**config.mk**
```make
export PLATFORM = sky130hd
export DESIGN_NAME = oam_dma
export DESIGN_NICKNAME = d
export VERILOG_FILES = /design/src/rtl/oam_dma.sv
export SDC_FILE = /design/constraint.sdc
export NUM_CORES = 1
export LEC_CHECK = 0
export ABC_AREA = 1
export CORE_AREA = 2 2 63 65
export CTS_CLUSTER_DIAMETER = 150
export CTS_CLUSTER_SIZE = 40
export DETAILED_ROUTE_END_ITERATION = 16
export DIE_AREA = 0 0 65 67
export MAX_ROUTING_LAYER = met4
export PLACE_DENSITY = 0.78
export SLEW_MARGIN = 20
export SYNTH_ARGS = -nofsm -noshare
export SYNTH_HDL_FRONTEND = slang
export SYNTH_SLANG_ARGS = --single-unit
```
**constraint.sdc**
```tcl
create_clock -name clock -period 1.6 [get_ports clock]
set_input_delay 0.32 -clock clock [delete_from_list [all_inputs] [get_ports clock]]
set_output_delay 0.32 -clock clock [all_outputs]
set_load 0.05 [all_outputs]
```
**src/rtl/oam_dma.sv**
```systemverilog
// oam_dma: sprite DMA engine between the 2A03 CPU core and the system bus.
// Passes CPU cycles through in idle; a write to DMA_REG_ADDR copies one page to OAM_DATA_ADDR.
`default_nettype none

module oam_dma #(
  parameter logic [15:0] DMA_REG_ADDR  = 16'h4014,
  parameter logic [15:0] OAM_DATA_ADDR = 16'h2004
) (
  input  logic        clock,
  input  logic        nreset,
  input  logic [15:0] cpu_addr,
  input  logic [7:0]  cpu_data_out,
  input  logic        cpu_rw,
  output logic        cpu_clock_enable,
  output logic [15:0] bus_addr,
  output logic [7:0]  bus_data_out,
  output logic        bus_rw,
  input  logic [7:0]  bus_data_in,
  output logic        dma_active
);

  typedef enum logic [2:0] {
    IDLE  = 3'd0,
    HALT  = 3'd1,
    ALIGN = 3'd2,
    READ  = 3'd3,
    WRITE = 3'd4
  } state_t;

  state_t      state;
  logic [7:0]  page;
  logic [7:0]  idx;
  logic [7:0]  latch;
  logic        parity;
  logic        trigger;

  assign trigger = (state == IDLE) && cpu_clock_enable && !cpu_rw &&
                   (cpu_addr == DMA_REG_ADDR);

  always_ff @(posedge clock) begin
    if (nreset) begin
      state  <= IDLE;
      page   <= 8'h00;
      idx    <= 8'h00;
      latch  <= 8'h00;
      parity <= 1'b0;
    end else begin
      parity <= ~parity;
      case (state)
        IDLE: begin
          if (trigger) begin
            page  <= cpu_data_out;
            idx   <= 8'h00;
            state <= HALT;
          end
        end
        // Reads must land on parity-0 cycles: the cycle after HALT has parity ~parity.
        HALT:  state <= parity ? READ : ALIGN;
        ALIGN: state <= READ;
        READ: begin
          latch <= bus_data_in;
          state <= WRITE;
        end
        WRITE: begin
          idx   <= idx + 8'd1;
          state <= (idx == 8'hFF) ? IDLE : READ;
        end
        default: state <= IDLE;
      endcase
    end
  end

  always_comb begin
    cpu_clock_enable = 1'b1;
    bus_addr         = cpu_addr;
    bus_data_out     = cpu_data_out;
    bus_rw           = cpu_rw;
    dma_active       = 1'b0;
    case (state)
      HALT, ALIGN: begin
        cpu_clock_enable = 1'b0;
        bus_rw           = 1'b1;
        dma_active       = 1'b1;
      end
      READ: begin
        cpu_clock_enable = 1'b0;
        bus_addr         = {page, idx};
        bus_rw           = 1'b1;
        dma_active       = 1'b1;
      end
      WRITE: begin
        cpu_clock_enable = 1'b0;
        bus_addr         = OAM_DATA_ADDR;
        bus_data_out     = latch;
        bus_rw           = 1'b0;
        dma_active       = 1'b1;
      end
      default: ;
    endcase
  end

endmodule

`default_nettype wire

```
# Word-level counts from Yosys, hierarchy flattened
# Cells that the tools add are included.
# totals
word_cells	35
register_bits	28
input_bits	35
out_inout_bits	27
# classes
eq_ne	7
mux	11
bitwise_logic	1
addsub	1
reduce_logical	10
# op_table
cell	n
$pmux W16 S2	1
$eq A16 B15 Y1 const B	1
$mux W8	2
$pmux W8 S2	1
$pmux W3 S5	1
$add A8 B1 Y8 const B	1
$eq A8 B8 Y1 const B	1
$eq A3 B2 Y1 const B	2
$reduce_and A2 Y1	2
$reduce_or A4 Y1	1
$eq A3 B1 Y1 const B	1
$eq A3 B3 Y1 const B	1
$logic_and A1 B1 Y1	3
$logic_not A3 Y1	1
$mux W1	3
$mux W3	1
$reduce_or A3 Y1	1
$mux W2	1
$ne A2 B2 Y1 const B	1
$pmux W1 S2	1
$reduce_bool A2 Y1	1
$logic_not A1 Y1	1
$not A1 Y1	1

# Logic depth before layout (Yosys ltp)
# logic_depth
ltp_word	8
depth_mapped	10

# Worst setup path after synthesis
# Ideal clock, no wire load.
# synth_path
path_kind	register -> output
startpoint	register state[0]
endpoint	output bus_addr[1]
n_path_buf	1
stages_incl_launch_ff	6
t_required_ps	1280
arrival_time_ps	1899
slack_ps	-619
cell_sequence	dfxtp_1 nor2_4 nand2_1 buf_2 nand2_2 o21ai_0
# synth_via
elab_chain_cells	2
elab_cells_between_ends	3
cone_classes	2 x eq/ne; 1 x mux
# synth_rtl
item	line_no	rtl
start: declaration	30	state_t state;
start signal: assignment	58	HALT: state <= parity ? READ : ALIGN;
start signal: assignment	66	state <= (idx == 8'hFF) ? IDLE : READ;
$eq A3 B3 Y1 / $eq A3 B2 Y1 (equally long branches)	79	case (state)
$pmux W16 S2 (*)	79	
end: declaration	15	output logic [15:0] bus_addr,
# Every way passes the cells marked *; elsewhere a longest branch is shown, timed or not.

# Worst setup path after layout
# layout_path
startpoint	register state[0]
endpoint	output bus_addr[2]
# Same word-level chain as after synthesis.

==> metrics <==
failing checks=setup timing; actual slew at the worst max-slew pin=0.638 ns; final wirelength=5560 µm; async set-reset flop share out of synthesis=0%; Synth Area in XOR/XNOR=0%; Hold-fix buffers, CTS=0; fill count=239; Mapped Cells=244; number of global-route vias before repair=1959; most frequent cell after synthesis=nand2_1; Hold Path Class=reg2reg; Setup WS post-layout=-0.221 ns; Slew Limit Headroom=57.4%; CP Data Arrival Time=1.50 ns; initial core utilization=42.7%; Tcrit/Tclk final=114%; adder-cell share of the synthesized area=0.812%; synth cell count leaders=nand2_1, nor2_1, inv_1, dfxtp_1, o21ai_0; RSZ-0062 raised after global routing=yes; post-synth cell types=22; first-pass detailed-route iteration total=5; Die Wd=65 µm; Final HPWL DP=3820 µm; die area=4360 µm²; Tot Pwr=2.00 mW; Final Hold Fails=0; area of the multi-input gates=1040 µm²; clock sinks=28; FF+latch area=569 µm²; Core Box Area=3610 µm²; worst skew pair latency=0.28 ns; syn nets=280; register area share after synthesis=36.4%; largest family of logic cells by synthesized area=simple AND/OR/NAND/NOR gates; outcome=finished with violations; clk slew on worst S/H paths=0.10 ns; Starting DRT DRC Count=100; Area contributors post-synth=dfxtp_1, nand2_1, nor2_1; diode count=0; synth-to-layout area growth=93.2%; synthesized cell area=1540 µm²; Max VDD drop=0.507 mV; initial antenna violation count=0; Final Max Slew Viols=0; Pleak=1.31 nW; CTS tree=built; share of Yosys cell area claimed by the top area cell type=36.4%; die height=67 µm; vias post-DR=1907; pin count of the biggest net entering global routing=21; Buffers on Ports=61; Overall Global Routing Usage=27.6%; Synth Register Bits=28; share of post-route cells with drive strength above 1=33.1%; Rows=22; cell taking the most area after synthesis=dfxtp_1; CP startpoint kind=register; number of enable flip-flop cells after synthesis=0; Mean Syn Cell Area=6.31 µm²; fin crit period=1.82 ns; global-route wire length before repair=8910 µm; Worst EP required=1.28 ns; CTS H-Tree Depth=1; Detail Route Antenna Nets=0; Setup Viol. Count Final=27; post-synthesis mux area share=0%; fmax=549 MHz; Root Driver=clkbuf_8; DRC=0; CP Capture Type=primary output; Crit Path Max Fanout=10; Vias/cell=5.14; clk buf depth=2; Place WS=-0.138 ns; wire per inst=15.0 µm; Pwr Density=672 nW/µm²; Synth Area in Simple Gates=29.7%; synth warn=0; kind of critical path=reg2out; Synth Area in Compound Gates=20.5%; Num CTS Buffers=3; GR Overflow Total=0; post-layout util=82.5%; maxcap violations=0; Final Skew=0.00609 ns; gp weighted congestion=1.02; Top FF cell, synth=dfxtp_1; Layout Nets=360; # IOs=62
## worst max-delay path, stage by stage (launching register included)
cell	delay, ns
dfxtp_4	0.39
nand2_4	0.06
nor2_4	0.14
inv_6	0.09
nand2_4	0.09
buf_6	0.14
nor2_2	0.06
nor2_4	0.10
buf_12	0.14
## final cells by class
cell class	count	share of cell area, %
repair buffers	84	36.9
multi-input cells	168	34.9
flip-flops and latches	28	19.1
inverters	39	5.21
well taps	48	2.02
clock buffers	4	1.85
## layout by cell type, fill, tap and decap left out, types with 7 or more instances in the layout
| master | synthesis | layout |
|---|---|---|
| a21oi_1 | 12 | 8 |
| a21oi_2 | 4 | 8 |
| buf_12 | 0 | 29 |
| buf_4 | 0 | 16 |
| clkdlybuf4s50_1 | 0 | 34 |
| dfxtp_1 | 28 | 25 |
| inv_1 | 34 | 33 |
| nand2_1 | 55 | 50 |
| nand3_1 | 15 | 15 |
| nor2_1 | 35 | 31 |
| o21ai_0 | 24 | 15 |
| o21ai_2 | 0 | 11 |
| o21ai_4 | 0 | 7 |
## sequential cells by signal, indices dropped and copies added, names as in the netlist
name and count:
parity 1, page 8, latch 8, idx 8, state 3
## final timing paths
| check | start | endpoint | slack (ns) | cells after the start |
|---|---|---|---|---|
| worst min register to register | parity | parity | 0.43 | 1 |
| worst max-delay path | state[0] | bus_addr[2] | -0.22 | 8 |
| worst max register to register | state[0] | page[5] | 0.03 | 10 |
| worst min-delay path | parity | parity | 0.43 | 1 |
## where the power goes
part	switching, mW	internal [mW]
Sequential	0.0149	0.712
Combinational	0.414	0.401
Clock	0.235	0.221
Total	0.664	1.33
## cell families (layout without fill, tap and decap cells)
kind of cell | after synthesis | in the layout
AOI/OAI and AO/OA | 57 | 57
adders and majority gates | 1 | 1
buffers and inverters | 48 | 127
DFF | 28 | 28
and+or+nand+nor | 110 | 110
## stage by stage
| stage | setup TNS (ns) | hold WS [ns] | area [µm²] | instances |
|---|---|---|---|---|
| 6_report | -4.51 | 0.425 | 2980 | 371 |
| 5_1_grt | -6.44 | 0.461 | 2980 | 371 |
| 4_1_cts | -3.92 | 0.422 | 2950 | 372 |
| 3_5_place_dp | -1.77 | 0.409 | 2720 | 365 |
| 3_3_place_gp | -0.958 | 0.410 | 2720 | 365 |
| 2_1_floorplan | -2.94 | 0.393 | 1650 | 244 |
## routing by layer
metal	routed length, µm	global-route usage, %	part of all wire [%]
met3	422	4.39	7.6
met5	0	-	0
met1	2110	31.4	38
met2	2880	47.9	52
met4	143	12.0	2.6
## timing repair
| item | 4_1_cts | 5_1_grt |
|---|---|---|
| buffers inserted | 5 | 0 |
| pin swaps | 5 | 1 |
| setup endpoints to repair | 27 | 43 |
| resized for setup | 34 | 10 |
Power figures use the tool's default switching activity.
